[src/rtl/adxl362_pkg.sv]
// rtl/adxl362_pkg.sv - shared ADXL362 instruction codes, register map and responder state encoding
package adxl362_pkg;

  localparam logic [7:0] INSTR_READ  = 8'h0B;
  localparam logic [7:0] INSTR_WRITE = 8'h0A;

  localparam logic [7:0] REG_DEVID_AD  = 8'h00;
  localparam logic [7:0] REG_DEVID_MST = 8'h01;
  localparam logic [7:0] REG_PARTID    = 8'h02;
  localparam logic [7:0] REG_STATUS    = 8'h0B;
  localparam logic [7:0] REG_XDATA_L   = 8'h0E;
  localparam logic [7:0] REG_XDATA_H   = 8'h0F;
  localparam logic [7:0] REG_YDATA_L   = 8'h10;
  localparam logic [7:0] REG_YDATA_H   = 8'h11;
  localparam logic [7:0] REG_ZDATA_L   = 8'h12;
  localparam logic [7:0] REG_ZDATA_H   = 8'h13;
  localparam logic [7:0] REG_POWER_CTL = 8'h2D;
  localparam logic [7:0] REG_ADDR_LAST = 8'h3F;

  localparam logic [7:0] DEVID_AD_VAL  = 8'hAD;
  localparam logic [7:0] DEVID_MST_VAL = 8'h1D;

  typedef enum logic [2:0] {
    ST_IDLE,
    ST_INSTR,
    ST_ADDR,
    ST_RDATA,
    ST_WDATA,
    ST_IGNORE
  } resp_state_t;

  // Auto-increment pointer; the register space wraps at 0x3F.
  function automatic logic [7:0] next_addr(input logic [7:0] a);
    return (a == REG_ADDR_LAST) ? 8'h00 : a + 8'h01;
  endfunction

  function automatic logic is_axis_addr(input logic [7:0] a);
    return (a >= REG_XDATA_L) && (a <= REG_ZDATA_H);
  endfunction

endpackage

[src/rtl/spi_pin_sync.sv]
// rtl/spi_pin_sync.sv - SPI pin synchronisers with sclk rise/fall and csn fall/rise strobes
module spi_pin_sync #(
  parameter int SYNC_STAGES = 2
) (
  input  logic clk,
  input  logic rstn,
  input  logic sclk,
  input  logic mosi,
  input  logic csn,
  output logic sclk_rise,
  output logic sclk_fall,
  output logic mosi_s,
  output logic csn_s,
  output logic csn_fall,
  output logic csn_rise
);

  logic [SYNC_STAGES-1:0] sclk_q;
  logic [SYNC_STAGES-1:0] mosi_q;
  logic [SYNC_STAGES-1:0] csn_q;
  logic                   sclk_d;
  logic                   csn_d;

  // csn chain resets high so a deasserted select never looks like a falling edge.
  always_ff @(posedge clk or negedge rstn) begin
    if (!rstn) begin
      sclk_q <= '0;
      mosi_q <= '0;
      csn_q  <= '1;
      sclk_d <= 1'b0;
      csn_d  <= 1'b1;
    end else begin
      sclk_q <= {sclk_q[SYNC_STAGES-2:0], sclk};
      mosi_q <= {mosi_q[SYNC_STAGES-2:0], mosi};
      csn_q  <= {csn_q[SYNC_STAGES-2:0], csn};
      sclk_d <= sclk_q[SYNC_STAGES-1];
      csn_d  <= csn_q[SYNC_STAGES-1];
    end
  end

  assign mosi_s    = mosi_q[SYNC_STAGES-1];
  assign csn_s     = csn_q[SYNC_STAGES-1];
  assign sclk_rise = sclk_q[SYNC_STAGES-1] & ~sclk_d;
  assign sclk_fall = ~sclk_q[SYNC_STAGES-1] & sclk_d;
  assign csn_fall  = ~csn_q[SYNC_STAGES-1] & csn_d;
  assign csn_rise  = csn_q[SYNC_STAGES-1] & ~csn_d;

endmodule

[src/rtl/adxl362_responder.sv]
// rtl/adxl362_responder.sv - ADXL362 register-interface SPI responder (mode 0, 0x0B burst read)
// Define ADXL362_RESP_WRITE_EN to accept 0x0A writes to POWER_CTL.
module adxl362_responder
  import adxl362_pkg::*;
#(
  parameter int         SYNC_STAGES = 2,
  parameter logic [7:0] PARTID      = 8'hF2,
  parameter int         COORD_WIDTH = 12
) (
  input  logic                   clk,
  input  logic                   rstn,
  input  logic                   sclk,
  input  logic                   mosi,
  input  logic                   csn,
  output logic                   miso,
  output logic                   miso_oe,
  input  logic                   sample_valid,
  input  logic [COORD_WIDTH-1:0] x,
  input  logic [COORD_WIDTH-1:0] y,
  input  logic [COORD_WIDTH-1:0] z,
  output logic [7:0]             power_ctl,
  output logic                   busy
);

  if (COORD_WIDTH != 12) begin : g_bad_width
    $error("adxl362_responder: COORD_WIDTH must be 12");
  end

  logic sclk_rise, sclk_fall, mosi_s, csn_s, csn_fall, csn_rise;

  spi_pin_sync #(.SYNC_STAGES(SYNC_STAGES)) u_pin_sync (
    .clk       (clk),
    .rstn      (rstn),
    .sclk      (sclk),
    .mosi      (mosi),
    .csn       (csn),
    .sclk_rise (sclk_rise),
    .sclk_fall (sclk_fall),
    .mosi_s    (mosi_s),
    .csn_s     (csn_s),
    .csn_fall  (csn_fall),
    .csn_rise  (csn_rise)
  );

  resp_state_t            state;
  logic [2:0]             bit_cnt;
  logic [6:0]             shreg;
  logic [7:0]             tx;
  logic [7:0]             addr_ptr;
  logic [7:0]             cur_addr;
  logic                   wr_mode;
  logic                   axis_read;
  logic                   data_ready;
  logic [COORD_WIDTH-1:0] x_r, y_r, z_r;
  logic [COORD_WIDTH-1:0] snap_x, snap_y, snap_z;
  logic [7:0]             rd_byte;

  assign busy = ~csn_s;

  always_comb begin
    rd_byte = 8'h00;
    case (addr_ptr)
      REG_DEVID_AD:  rd_byte = DEVID_AD_VAL;
      REG_DEVID_MST: rd_byte = DEVID_MST_VAL;
      REG_PARTID:    rd_byte = PARTID;
      REG_STATUS:    rd_byte = {7'd0, data_ready};
      REG_XDATA_L:   rd_byte = snap_x[7:0];
      REG_XDATA_H:   rd_byte = {{4{snap_x[11]}}, snap_x[11:8]};
      REG_YDATA_L:   rd_byte = snap_y[7:0];
      REG_YDATA_H:   rd_byte = {{4{snap_y[11]}}, snap_y[11:8]};
      REG_ZDATA_L:   rd_byte = snap_z[7:0];
      REG_ZDATA_H:   rd_byte = {{4{snap_z[11]}}, snap_z[11:8]};
      REG_POWER_CTL: rd_byte = power_ctl;
      default:       rd_byte = 8'h00;
    endcase
  end

  always_ff @(posedge clk or negedge rstn) begin
    if (!rstn) begin
      state      <= ST_IDLE;
      bit_cnt    <= 3'd0;
      shreg      <= 7'd0;
      tx         <= 8'h00;
      addr_ptr   <= 8'h00;
      cur_addr   <= 8'h00;
      wr_mode    <= 1'b0;
      axis_read  <= 1'b0;
      data_ready <= 1'b0;
      miso       <= 1'b0;
      miso_oe    <= 1'b0;
      power_ctl  <= 8'h00;
      x_r        <= '0;
      y_r        <= '0;
      z_r        <= '0;
      snap_x     <= '0;
      snap_y     <= '0;
      snap_z     <= '0;
    end else begin
      if (sample_valid) begin
        x_r <= x;
        y_r <= y;
        z_r <= z;
      end

      // A sample arriving with the select edge is the one the transaction sees.
      if (csn_fall) begin
        snap_x <= sample_valid ? x : x_r;
        snap_y <= sample_valid ? y : y_r;
        snap_z <= sample_valid ? z : z_r;
      end

      if (sample_valid)
        data_ready <= 1'b1;
      else if (csn_rise && axis_read)
        data_ready <= 1'b0;

      if (csn_rise) begin
        state     <= ST_IDLE;
        miso      <= 1'b0;
        miso_oe   <= 1'b0;
        axis_read <= 1'b0;
      end else if (csn_fall) begin
        state     <= ST_INSTR;
        bit_cnt   <= 3'd0;
        miso      <= 1'b0;
        miso_oe   <= 1'b0;
        axis_read <= 1'b0;
      end else begin
        case (state)
          ST_INSTR: if (sclk_rise) begin
            shreg   <= {shreg[5:0], mosi_s};
            bit_cnt <= bit_cnt + 3'd1;
            if (bit_cnt == 3'd7) begin
              case ({shreg, mosi_s})
                INSTR_READ: begin
                  state   <= ST_ADDR;
                  wr_mode <= 1'b0;
                end
`ifdef ADXL362_RESP_WRITE_EN
                INSTR_WRITE: begin
                  state   <= ST_ADDR;
                  wr_mode <= 1'b1;
                end
`else
                INSTR_WRITE: state <= ST_IGNORE;
`endif
                default: state <= ST_IGNORE;
              endcase
            end
          end

          ST_ADDR: if (sclk_rise) begin
            shreg   <= {shreg[5:0], mosi_s};
            bit_cnt <= bit_cnt + 3'd1;
            if (bit_cnt == 3'd7) begin
              addr_ptr <= {shreg, mosi_s};
              state    <= wr_mode ? ST_WDATA : ST_RDATA;
            end
          end

          ST_RDATA: begin
            if (sclk_fall) begin
              if (bit_cnt == 3'd0) begin
                miso     <= rd_byte[7];
                tx       <= {rd_byte[6:0], 1'b0};
                cur_addr <= addr_ptr;
                miso_oe  <= 1'b1;
              end else begin
                miso <= tx[7];
                tx   <= {tx[6:0], 1'b0};
              end
              bit_cnt <= bit_cnt + 3'd1;
              if (bit_cnt == 3'd7)
                addr_ptr <= next_addr(addr_ptr);
            end
            // The master samples the last bit of a byte on this rise.
            if (sclk_rise && bit_cnt == 3'd0 && miso_oe && is_axis_addr(cur_addr))
              axis_read <= 1'b1;
          end

`ifdef ADXL362_RESP_WRITE_EN
          ST_WDATA: if (sclk_rise) begin
            shreg   <= {shreg[5:0], mosi_s};
            bit_cnt <= bit_cnt + 3'd1;
            if (bit_cnt == 3'd7) begin
              if (addr_ptr == REG_POWER_CTL)
                power_ctl <= {shreg, mosi_s};
              addr_ptr <= next_addr(addr_ptr);
            end
          end
`endif

          default: ;
        endcase
      end
    end
  end

endmodule

[config.mk]
export PLATFORM = sky130hd
export DESIGN_NAME = adxl362_responder
export DESIGN_NICKNAME = d
export VERILOG_FILES = /design/src/rtl/adxl362_pkg.sv /design/src/rtl/spi_pin_sync.sv /design/src/rtl/adxl362_responder.sv
export SDC_FILE = /design/constraint.sdc
export NUM_CORES = 1
export LEC_CHECK = 0
export CELL_PAD_IN_SITES_DETAIL_PLACEMENT = 2
export CELL_PAD_IN_SITES_GLOBAL_PLACEMENT = 2
export CORE_MARGIN = 5
export CORE_UTILIZATION = 40
export DETAILED_ROUTE_END_ITERATION = 12
export GPL_ROUTABILITY_DRIVEN = 1
export GPL_TIMING_DRIVEN = 1
export HOLD_SLACK_MARGIN = 0.15
export PLACE_DENSITY = 0.84
export SETUP_SLACK_MARGIN = 0.02
export SLEW_MARGIN = 5
export SYNTH_ARGS = -nofsm -noshare
export SYNTH_HDL_FRONTEND = slang
export SYNTH_HIERARCHICAL = 1
export SYNTH_SLANG_ARGS = --single-unit
[constraint.sdc]
create_clock -name clk -period 2.9 [get_ports clk]
set_input_delay 0.58 -clock clk [delete_from_list [all_inputs] [get_ports clk]]
set_output_delay 0.58 -clock clk [all_outputs]
set_load 0.05 [all_outputs]
# Word-level counts from Yosys, hierarchy flattened
# Cells that the tools add are included.
dict set report word_totals {
  ff_bits 121
  latchBits 0
  ramBits 0
  romBits 0
  output_inout_bits 11
  word_cells 125
  n_memories 0
}
dict set report classes {
  addsub 2
  n_mul 0
  div 0
  n_lt_le_gt_ge 2
  n_eq_ne 26
  shift 0
  mux 39
  bitwise 10
  n_reduce_logical 25
}
# operator count
set ops {}
lappend ops {{case mux 8 bit (11 select lines)} 1}
lappend ops {{2-to-1 mux 8 bit} 6}
lappend ops {{2-to-1 mux 12 bit} 3}
lappend ops {{== test 8 x 4 -> 1 bit, second input constant} 4}
lappend ops {{== test 8 x 5 -> 1 bit, second input constant} 4}
lappend ops {{2-to-1 mux 3 bit} 10}
lappend ops {{== test 8 x 6 -> 1 bit, second input constant} 2}
lappend ops {{2-to-1 mux 1 bit} 16}
lappend ops {{!= test 4 bit, second input constant} 4}
lappend ops {{case mux 8 bit (2 select lines)} 1}
lappend ops {{nonzero test 3 bit} 5}
lappend ops {{case mux 3 bit (2 select lines)} 2}
lappend ops {{AND reduction 4 bit} 3}
lappend ops {{AND reduction 5 bit} 2}
lappend ops {{adder 8 x 1 -> 8 bit, second input constant} 1}
lappend ops {{== test 8 x 1 -> 1 bit, second input constant} 1}
lappend ops {{== test 8 x 2 -> 1 bit, second input constant} 1}
lappend ops {{>= comparator 8 x 4 -> 1 bit, second input constant} 1}
lappend ops {{less-or-equal comparator 8 x 5 -> 1 bit, second input constant} 1}
lappend ops {{logical NOT 8 bit} 1}
lappend ops {{!= test 2 bit, second input constant} 4}
lappend ops {{AND reduction 7 bit} 1}
lappend ops {{== test 3 x 2 -> 1 bit, second input constant} 2}
lappend ops {{NOT 1 bit} 6}
lappend ops {{other kinds (13)} 22}

# Logic depth before layout (Yosys ltp)
# Gate-level depths: netlist of the first run.
dict set report depth {
  depth_word 9
  mapped_depth 9
  depth_no_buf 7
}

# Modules after synthesis
# Netlist of the first run, hierarchy kept.
# module n_inst cells_each area_per_inst_um2 seq_area_each_um2
set by_module_without_submodules {}
lappend by_module_without_submodules {adxl362_responder 1 503 5159.9 2777.7}
lappend by_module_without_submodules {spi_pin_sync 1 12 239.0 203.9}

# Worst setup path before layout of the first run
# OpenSTA, ideal clock, no wires.
dict set report synth_path {
  path_kind {flip-flop to flip-flop}
  startpoint {register u_pin_sync.csn_d}
  endpoint {register cur_addr[5]}
  setup_time_ns 0.125
  t_arrival_ns 1.807
  slack_ns 0.968
  stages_incl_launch_ff 9
  path_cell_list {dfstp_2 -> and2b_2 -> buf_2 -> nor2_4 -> and3_1 -> buf_4 -> nand2_4 -> buf_6 -> mux2_4}
}
dict set report synth_via {
  elab_chain_cells 4
  word_cells_on_any_way 6
  cone_classes {5 x bitwise; 1 x reduce/logical}
}
# element line
set synth_lines {}
lappend synth_lines {{from (decl)} spi_pin_sync.sv:22} ;# logic csn_d;
lappend synth_lines {{from (signal assigned)} spi_pin_sync.sv:37} ;# csn_d <= csn_q[SYNC_STAGES-1];
lappend synth_lines {{NOT 1 bit} spi_pin_sync.sv:46} ;# assign csn_rise = csn_q[SYNC_STAGES-1] & ~csn_d;
lappend synth_lines {{bitwise AND 1 bit} spi_pin_sync.sv:46}
lappend synth_lines {{via csn_rise} adxl362_responder.sv:29} ;# logic sclk_rise, sclk_fall, mosi_s, csn_s, csn_fall, csn_rise;
lappend synth_lines {{NOT 1 bit (no line)} n/a}
lappend synth_lines {{AND reduction 5 bit (no line)} n/a}
lappend synth_lines {{to (signal assigned)} adxl362_responder.sv:166} ;# cur_addr <= addr_ptr;
lappend synth_lines {{to (decl)} adxl362_responder.sv:50} ;# logic [7:0] cur_addr;
# The timed path passes the listed nets, and every way through them passes these cells.
# A chain may end at the register's enable or synchronous reset.

# Worst setup path in the final report of the first run
dict set report layout_path {
  startpoint {register addr_ptr[0]}
  endpoint {register tx[1]}
}
dict set report layout_via {
  elab_chain_cells 3
  word_cells_on_any_way 13
  cone_classes {10 x eq/ne; 2 x mux; 1 x reduce/logical}
}
# element line
set layout_lines {}
lappend layout_lines {{from (decl)} adxl362_responder.sv:49} ;# logic [7:0] addr_ptr;
lappend layout_lines {{from (signal assigned)} adxl362_responder.sv:156} ;# addr_ptr <= {shreg, mosi_s};
lappend layout_lines {{from (signal assigned)} adxl362_responder.sv:174} ;# addr_ptr <= next_addr(addr_ptr);
lappend layout_lines {{== test 8 x 6 -> 1 bit, or another cell as far along} adxl362_responder.sv:62} ;# case (addr_ptr)
lappend layout_lines {{case mux 8 bit (11 select lines) *} adxl362_responder.sv:62}
lappend layout_lines {{2-to-1 mux 8 bit *} adxl362_responder.sv:163} ;# if (bit_cnt == 3'd0) begin
lappend layout_lines {{to (signal assigned)} adxl362_responder.sv:165} ;# tx <= {rd_byte[6:0], 1'b0};
lappend layout_lines {{to (signal assigned)} adxl362_responder.sv:170} ;# tx <= {tx[6:0], 1'b0};
lappend layout_lines {{to (decl)} adxl362_responder.sv:48} ;# logic [7:0] tx;
# Mark *: on every way between the ends. The rest lies on a longest branch, timed or not.

==> flow_summary.json, run 1 <==
{
  "ys_async_sr_fraction_pct": 100.0,
  "cts_tree": "built",
  "grt_pass1_vias": 4730,
  "synthCells": 515,
  "critPathCaptureType": "flop",
  "placed_area_sq_um": 5938,
  "relSlewSlack_pct": 41.63,
  "grt_first_pass_wirelength_microns": 26080,
  "dieArea_sq_um": 15920,
  "final_cell_area_sq_um": 6494,
  "r2r_cells": 6,
  "ys_warn_count": 22,
  "synth_top_area_cell": "dfrtp_1",
  "gp_congestion": 0.8287,
  "worstSkewPairLatency_ps": 420,
  "setup_viol": 0,
  "drt_iter0_markers": 210,
  "final_layout_size_suffix_gt1_share_pct": 17.14,
  "synth-seq-cells": 119,
  "ctsResizeCount": 0,
  "cts_max_level": 4,
  "synth_cell_type_count": 63,
  "antenna_found_initial": 0,
  "ys.flop_type": "dfrtp_1",
  "r2r_start": "addr_ptr[0]",
  "crit_required_ps": 3160,
  "die_h_microns": 126.2,
  "area_growth_pct": 20.28,
  "finalSetupTns_ps": 0,
  "num_rows": 42,
  "power-per-cell-area_nw_per_um2": 682.0,
  "post_cts_buffers": 0,
  "routed-via-count": 4080,
  "path_class": "flop to flop",
  "wl_per_cell_microns": 21.03,
  "clk_path_buf_depth": 2,
  "cap_violations": 0,
  "min_path_type": "input pin to async pin",
  "io_buffers": 44,
  "worstPathArrival_ps": 2650,
  "r2r_slack_ps": 510,
  "synth_area_sq_um": 5399,
  "via_per_inst": 5.499,
  "grt_overflow": 0,
  "hold_viol": 0,
  "diodes": 0,
  "status": "finished, final reports clean",
  "grt_usage_pct": 20.92,
  "core_sq_um": 13240,
  "final.setup_skew_ps": 8.179,
  "drc": 0,
  "worst_pin_slew_ps": 875.6,
  "synth.yosys.seq_area_share_pct": 55.23,
  "fin_crit_ps": 2386,
  "cts_hold_buf": 0,
  "synth_top_area_share_pct": 53.77,
  "start_util_pct": 40.77,
  "ant_nets": 0,
  "avgSynthCellArea_sq_um": 10.48,
  "p_leak_nw": 2.841,
  "fin_crit_sh_pct": 82.29,
  "max_freq_ghz": 0.4191,
  "cts_buffers": 17,
  "grt_max_degree": 48,
  "cts_sinks": 119,
  "cts_root_buf": "clkbuf_16",
  "peakVddDrop_uv": 364.3,
  "rsz0062_at_grt": "false",
  "die_w_microns": 126.2,
  "critPathLaunchType": "flop",
  "dr.pass1.iters": 4,
  "slew_viol_final": 0,
  "r2r-end": "tx[1]",
  "synth-edff-count": 0,
  "dp_hpwl_microns": 9955,
  "io_pins": 53,
  "clk_pin_slew_ps": 50,
  "synth_area_leaders": "dfrtp_1 (54%), mux2_2 (9.6%), nor2_1 (8.8%)",
  "drt_wl_total_microns": 15600,
  "path_max_fanout": 18,
  "final_nets": 605
}
## report_power, final
| part | total [W] | internal [W] | switching [W] |
|---|---|---|---|
| clock network | 0.00203 | 0.00131 | 0.000714 |
| registers | 0.00195 | 0.00183 | 0.000122 |
| logic | 0.000447 | 0.000198 | 0.000250 |
## critical path: stages, from the launching register on
cell and delay [ps]:
dfrtp_1 420, inv_1 120, ha_1 450, a2111oi_0 480, nor3_1 100, o2111ai_2 420, o21ai_0 220
## worst max-delay path by stage
stage / slack (ps) / cells past startpoint / end / startpoint
after floorplan: 970 / 8 / cur_addr[5] / u_pin_sync/csn_d
after global placement: 810 / 6 / tx[4] / addr_ptr[0]
after detailed placement: 690 / 6 / tx[5] / addr_ptr[0]
after CTS: 540 / 6 / tx[1] / addr_ptr[0]
after global routing: 400 / 6 / tx[1] / addr_ptr[0]
final: 510 / 6 / tx[1] / addr_ptr[0]
## flip-flops by register name, summed over array words and instances (netlist names), 2 cells and up
| register | count |
|---|---|
| addr_ptr | 8 |
| bit_cnt | 3 |
| cur_addr | 7 |
| shreg | 7 |
| snap_x | 12 |
| snap_y | 12 |
| snap_z | 12 |
| state | 3 |
| tx | 7 |
| u_pin_sync/csn_q | 2 |
| u_pin_sync/mosi_q | 2 |
| u_pin_sync/sclk_q | 2 |
| x_r | 12 |
| y_r | 12 |
| z_r | 12 |
## metrics by stage
step | setup WS, ps | power (W) | std cells | util [%] | hold WS (ps)
after floorplan | 968.0 | 0.002208 | 522 | - | 284.4
after global placement | 811.7 | 0.002382 | 713 | 44.84 | 339.0
after detailed placement | 686.9 | 0.002416 | 713 | 44.84 | 346.4
after CTS | 536.1 | 0.004486 | 742 | 49.04 | 180.8
after global routing | 396.3 | 0.004631 | 742 | 49.04 | 201.0
final | 513.7 | 0.004429 | 742 | 49.04 | 167.1
## synth_stat cells, drive strengths merged (2+ instances only)
cell type / n
a22o: 3
o32ai: 2
nor2: 127
nor2b: 2
nand3b: 2
nand2: 20
o21ai: 21
a211oi: 3
nor4: 3
dfstp: 3
a21o: 2
nor3: 7
buf: 24
nor3b: 2
o21a: 2
mux2: 49
a221oi: 2
ha: 7
a22oi: 13
a21oi: 28
a31oi: 2
and2b: 4
inv: 9
dfrtp: 116
a2111oi: 2
nand2b: 2
clkbuf: 10
a2bb2oi: 2
nand3: 14
and3: 13
## cell type report
class / count / area, sq um
multi-input combinational: 360 / 2220
sequential: 119 / 2982
inverter: 9 / 33.78
tap: 176 / 220.2
clock inverter: 4 / 70.07
clock buffer: 25 / 485.5
timing repair buffer: 49 / 483.0
fill: 1364 / 6749
## layout by cell type (no fill, tap or decap), types with 4 or more instances in the layout
cell / n
clkdlybuf4s50_1: 42
ha_1: 7
a22oi_1: 13
and2b_2: 4
and3_1: 12
clkbuf_1: 5
dfrtp_1: 116
nand3_1: 13
clkbuf_16: 17
o21ai_0: 20
mux2_2: 46
nor2_1: 126
conb_1: 8
nor3_1: 7
a21oi_1: 28
nand2_1: 19
inv_1: 8
buf_4: 5
## cells by family (layout without fill, tap and decap cells)
| family | after synthesis | count (layout) | synth area share, % |
|---|---|---|---|
| AO/OA/AOI/OAI | 91 | 91 | 10.96 |
| multiplexers | 50 | 50 | 10.61 |
| other | 1 | 8 | 0.06946 |
| buffers and inverters | 43 | 87 | 4.148 |
| XOR/XNOR | 1 | 1 | 0.1623 |
| flip-flops | 119 | 119 | 55.23 |
| AND/OR/NAND/NOR | 203 | 203 | 17.20 |
| adder cells (fa/ha/maj) | 7 | 7 | 1.622 |
## per-layer routing
| layer | part of all wire, % | GRT usage, % | wire length [microns] |
|---|---|---|---|
| met1 | 40 | 24.18 | 6165 |
| met4 | 2.7 | 8.265 | 422 |
| met3 | 4.0 | 4.784 | 619 |
| met2 | 54 | 37.46 | 8397 |
| met5 | 0 | 0 | 0 |
No activity file was read; power rests on OpenSTA's default activity.
==> run 2: changes to the inputs <==
--- a/config.mk
+++ b/config.mk
@@ -8,12 +8,12 @@
 export CELL_PAD_IN_SITES_DETAIL_PLACEMENT = 2
 export CELL_PAD_IN_SITES_GLOBAL_PLACEMENT = 2
 export CORE_MARGIN = 5
-export CORE_UTILIZATION = 40
+export CORE_UTILIZATION = 33
 export DETAILED_ROUTE_END_ITERATION = 12
 export GPL_ROUTABILITY_DRIVEN = 1
 export GPL_TIMING_DRIVEN = 1
 export HOLD_SLACK_MARGIN = 0.15
-export PLACE_DENSITY = 0.84
+export PLACE_DENSITY = 0.74
 export SETUP_SLACK_MARGIN = 0.02
 export SLEW_MARGIN = 5
 export SYNTH_ARGS = -nofsm -noshare
==> constraint.sdc (replaced) <==
create_clock -name clk -period 1.99 [get_ports clk]
set_input_delay 0.398 -clock clk [delete_from_list [all_inputs] [get_ports clk]]
set_output_delay 0.398 -clock clk [all_outputs]
set_load 0.05 [all_outputs]
==> flow_summary.json, run 2 (synthesized netlist as in run 1, its figures left out) <==
{
  "p_int_w": 0.004773,
  "grt_max_degree": 45,
  "status": "finished, final reports clean",
  "ant_nets": 0,
  "cts_root_buf": "clkbuf_16",
  "num_rows": 46,
  "p_sw_share_pct": 26.39,
  "cts_sinks": 119,
  "final_nets": 624,
  "io_buffers": 44,
  "grt_usage_pct": 16.83,
  "r2r_slack_ps": 140,
  "hold_slack_ps": 350.9,
  "p_seq_share_pct": 43.7,
  "r2r-end": "addr_ptr[0]",
  "via_per_inst": 4.999,
  "layout_common_cells": "nor2_1 (126), dfrtp_1 (115), mux2_2 (46)",
  "path_max_fanout": 11,
  "critPathLaunchType": "flop",
  "diodes": 0,
  "cts_buffers": 17,
  "antenna_found_initial": 0,
  "use_met3_pct": 3.592,
  "rsz0062_at_grt": "false",
  "hold_viol": 0,
  "slowest_delay_ps": 550,
  "busiest_layer": "met2",
  "gp_congestion": 0.8953,
  "cap_violations": 0,
  "final.setup_skew_ps": 7.405,
  "met2_usage_pct": 29.12,
  "switching_power_w": 0.001711,
  "layout_commonest_cell": "nor2_1",
  "die_w_microns": 137.9,
  "grt_overflow": 0,
  "cts_max_level": 4,
  "core_sq_um": 15940,
  "critical_path.cell_chain": "and2b_2 > nor2_4 > buf_4 > nand3_2 > a221oi_1 > a21oi_1",
  "dp_hpwl_microns": 10510,
  "p_leak_nw": 2.959,
  "crit_required_ps": 2280,
  "path_class": "flop to flop",
  "worstPathArrival_ps": 2140,
  "r2r_cells": 6,
  "dr.pass1.iters": 4,
  "max_freq_ghz": 0.5392,
  "pwr-share-comb_pct": 10.1,
  "power-per-cell-area_nw_per_um2": 957.8,
  "r2r_start": "u_pin_sync/csn_q[1]",
  "routed-via-count": 4019,
  "peakVddDrop_uv": 548.6,
  "drc": 0,
  "worstSkewPairLatency_ps": 420,
  "clockPowerShare_pct": 46.2,
  "clk_path_buf_depth": 2,
  "dieArea_sq_um": 19020,
  "final_layout_size_suffix_gt1_share_pct": 22.28,
  "dp_slack_ps": 7.035,
  "critPathLaunch": "u_pin_sync/csn_q[1]",
  "grt_first_pass_wirelength_microns": 24560,
  "die_h_microns": 137.9,
  "cp-endpoint": "addr_ptr[0]",
  "fin_crit_sh_pct": 93.20,
  "use_met1_pct": 20.50,
  "clk_pin_slew_ps": 60,
  "area_growth_pct": 25.40,
  "setup_viol": 0,
  "wl_per_cell_microns": 18.34,
  "cts_tree": "built",
  "drt_wl_total_microns": 14750,
  "fin_crit_ps": 1855,
  "min_path_type": "flop to flop",
  "io_pins": 53,
  "finalSetupTns_ps": 0,
  "drt_iter0_markers": 137,
  "layout_setup_ws_ps": 135.2,
  "slew_viol_final": 0,
  "grt_pass1_vias": 4600,
  "critPathCaptureType": "flop",
  "start_util_pct": 33.86,
  "slowest_stage": "dfstp_2"
}
-- run 2: cell types whose count changed in the layout (fill, tap and decap cells not counted), moves of 2 or more --
cell             delta
buf_12              +3
buf_4              +16
clkbuf_1            -4
clkdlybuf4s50_1     -3
clkinv_4            +5
inv_6               +2
-- run 2: power groups by stage --
stage / Clock [W] / Combinational, W / Sequential (W)
finish: 0.00299 / 0.000656 / 0.00284
global route: 0.00318 / 0.000733 / 0.00286
CTS: 0.00307 / 0.000678 / 0.00284
detailed placement: 0 / 0.000665 / 0.00288
global placement: 0 / 0.000631 / 0.00287
floorplan: 0 / 0.000419 / 0.00280
-- run 2: per-stage QoR --
stage               utilization, %  instance area [sq um]  cells  power [W]
floorplan                        -                   5425    522   0.003217
global placement             38.52                   6141    769   0.003497
detailed placement           38.52                   6141    769   0.003547
CTS                          42.30                   6744    803   0.006591
global route                 42.47                   6770    804   0.006775
finish                       42.47                   6770    804   0.006484
-- run 2: worst min-delay path by stage --
stage,from,to,slack (ps),cells past startpoint
2_1_floorplan,rstn,addr_ptr[0],100,0
3_3_place_gp,u_pin_sync/sclk_q[0],u_pin_sync/sclk_q[1],340,0
3_5_place_dp,u_pin_sync/mosi_q[0],u_pin_sync/mosi_q[1],340,0
4_1_cts,u_pin_sync/mosi_q[0],u_pin_sync/mosi_q[1],350,0
5_1_grt,u_pin_sync/mosi_q[0],u_pin_sync/mosi_q[1],360,0
6_report,u_pin_sync/mosi_q[0],u_pin_sync/mosi_q[1],350,0
-- run 2: timing repair --
action	4_1_cts	5_1_grt
hold buffers	1	0
setup buffers	1	1
pin swaps	1	1
endpoints found under the setup margin	8	8
hold endpoints to repair	31	0
resized for setup	5	7
-- run 2: worst max-delay path, delay by kind of cell (launching register included) --
| family | cells | cell delay, ps |
|---|---|---|
| buf+inv | 1 | 170 |
| compound gates | 2 | 430 |
| flops | 1 | 550 |
| simple gates | 3 | 570 |
-- run 2: layer usage --
layer / routed length (microns) / share of wire, %
met1: 6367 / 43
met2: 7681 / 52
met3: 410 / 2.8
met4: 286 / 1.9
met5: 0 / 0
-- run 2: area by class of cell --
| class | instances | area (sq um) |
|---|---|---|
| Tap cell | 216 | 270.3 |
| Sequential cell | 119 | 2983 |
| Clock inverter | 12 | 120.1 |
| Clock buffer | 20 | 456.7 |
| Timing Repair Buffer | 68 | 663.1 |
| Multi-Input combinational cell | 360 | 2243 |
| Fill cell | 1715 | 9173 |
| Inverter | 9 | 33.78 |
==> run 3: changes to the inputs <==
--- a/config.mk
+++ b/config.mk
@@ -14,6 +14,7 @@
 export GPL_TIMING_DRIVEN = 1
 export HOLD_SLACK_MARGIN = 0.15
 export PLACE_DENSITY = 0.74
+export RECOVER_POWER = 50
 export SETUP_SLACK_MARGIN = 0.02
 export SLEW_MARGIN = 5
 export SYNTH_ARGS = -nofsm -noshare
==> flow_summary.json, run 3 (synthesized netlist as in run 1, its figures left out) <==
{
  "status": "finished, final reports clean",
  "rsz0062_at_grt": "false",
  "cts_buffers": 17,
  "routed-via-count": 3996,
  "worst_pin_slew_ps": 965.6,
  "crit_required_ps": 2280,
  "dpl.cell_count": 769,
  "dp_hpwl_microns": 10510,
  "start_util_pct": 33.86,
  "cts_max_level": 4,
  "grt_overflow": 0,
  "fin_crit_sh_pct": 93.40,
  "p_int_w": 0.004749,
  "grt_usage_pct": 16.83,
  "slew_viol_final": 0,
  "p_seq_share_pct": 43.9,
  "worstPathArrival_ps": 2150,
  "critPathCaptureType": "flop",
  "slowest_delay_ps": 550,
  "drt_iter0_markers": 141,
  "io_buffers": 44,
  "clk_path_buf_depth": 2,
  "layout_commonest_cell": "nor2_1",
  "antenna_found_initial": 0,
  "crit_buf_inv": 1,
  "layout_common_cells": "nor2_1 (126), dfrtp_1 (115), clkdlybuf4s50_1 (36)",
  "worstSkewPairLatency_ps": 420,
  "cts_tree": "built",
  "path_max_fanout": 11,
  "diodes": 0,
  "die_h_microns": 137.9,
  "clk_pin_slew_ps": 60,
  "io_pins": 53,
  "cts_root_buf": "clkbuf_16",
  "r2r_cells": 6,
  "slowest_stage": "dfstp_2",
  "drc": 0,
  "cap_violations": 0,
  "clockPowerShare_pct": 46.3,
  "totalPowerFinal_w": 0.006455,
  "min_path_type": "flop to flop",
  "whs_path_depth": 0,
  "p_sw_share_pct": 26.43,
  "path_class": "flop to flop",
  "finalSetupTns_ps": 0,
  "grt_first_pass_wirelength_microns": 24560,
  "critical_path.cell_chain": "and2b_2 > nor2_4 > buf_4 > nand3_2 > a221oi_1 > a21oi_1",
  "die_w_microns": 137.9,
  "relSlewSlack_pct": 35.63,
  "wl_per_cell_microns": 18.25,
  "num_rows": 46,
  "switching_power_w": 0.001706,
  "area_growth_pct": 24.80,
  "cp_top_family": "simple AND/OR/NAND/NOR gates",
  "cts_sinks": 119,
  "core_sq_um": 15940,
  "max_freq_ghz": 0.5380,
  "peakVddDrop_uv": 550.4,
  "dieArea_sq_um": 19020,
  "final_nets": 624,
  "drt_wl_total_microns": 14680,
  "grt_max_degree": 45,
  "final_cells": 804,
  "gp_congestion": 0.8953,
  "hold_viol": 0,
  "critPathLaunchType": "flop",
  "pwr-share-comb_pct": 9.8,
  "path_depth": 6,
  "ant_nets": 0,
  "fin_crit_ps": 1859,
  "power-per-cell-area_nw_per_um2": 958.1,
  "final_layout_size_suffix_gt1_share_pct": 17.35,
  "dr.pass1.iters": 4,
  "setup_viol": 0,
  "final.setup_skew_ps": 6.318,
  "grt_pass1_vias": 4600,
  "p_leak_nw": 2.952,
  "via_per_inst": 4.970
}
-- run 3: cell count changes in the layout (fill, tap and decap cells not counted), sizes merged --
| cell | delta |
|---|---|
| clkdlybuf4s50 | -3 |
| clkbuf | +4 |
| dlygate4sd3 | +3 |
| buf | -4 |
-- run 3: final cells by class --
class | count | area [sq um]
Inverter | 9 | 33.78
Multi-Input combinational cell | 360 | 2243
Sequential cell | 119 | 2983
Fill cell | 1720 | 9205
Timing Repair Buffer | 68 | 630.6
Clock inverter | 12 | 120.1
Tap cell | 216 | 270.3
Clock buffer | 20 | 456.7
-- run 3: path summary, 6_finish.rpt --
check / from / endpoint / slack (ps)
setup / recovery: u_pin_sync/csn_q[1] / addr_ptr[0] / 130
hold / removal: u_pin_sync/mosi_q[0] / u_pin_sync/mosi_q[1] / 350
setup reg to reg: u_pin_sync/csn_q[1] / addr_ptr[0] / 130
hold reg to reg: u_pin_sync/mosi_q[0] / u_pin_sync/mosi_q[1] / 350
max in group asynchronous: rstn / u_pin_sync/csn_d / 250
min in group asynchronous: rstn / shreg[4] / 650
-- run 3: worst register-to-register path, delay by kind of cell, from the launching register on --
kind	cells	cell delay, ps
buffers and inverters	1	170
AO/OA/AOI/OAI	2	450
flip-flops	1	550
AND/OR/NAND/NOR	3	570
-- run 3: timing repair --
item	CTS	global route
buffers inserted	1	1
pin swaps	1	1
endpoints found under the setup margin	8	8
hold buffers	1	0
endpoints found under the hold margin	31	0
resized for setup	5	7
-- run 3: metal layers --
layer / global-route usage [%] / share of wire [%] / up-vias
met2: 29.12 / 52 / 54
met5: 0 / 0 / -
met3: 3.592 / 2.6 / 25
met4: 6.586 / 2.0 / 0
met1: 20.50 / 43 / 2028
li1: - / - / 1889
-- run 3: stage by stage --
step | hold WS [ps] | utilization [%] | area (sq um) | setup WS [ps]
6_report | 350.8 | 42.26 | 6738 | 131.3
5_1_grt | 358.3 | 42.26 | 6738 | 24.01
3_3_place_gp | 343.5 | 38.52 | 6141 | 71.88
4_1_cts | 354.7 | 42.30 | 6744 | 63.49
3_5_place_dp | 338.1 | 38.52 | 6141 | 7.035
2_1_floorplan | 102.4 | - | 5425 | 58.04
-- run 3: power by group through the flow --
stage	registers [W]	logic (W)	clock network, W
finish	0.00283	0.000632	0.00299
global route	0.00286	0.000709	0.00318
floorplan	0.00280	0.000419	0
global placement	0.00287	0.000631	0
detailed placement	0.00288	0.000665	0
CTS	0.00284	0.000678	0.00307
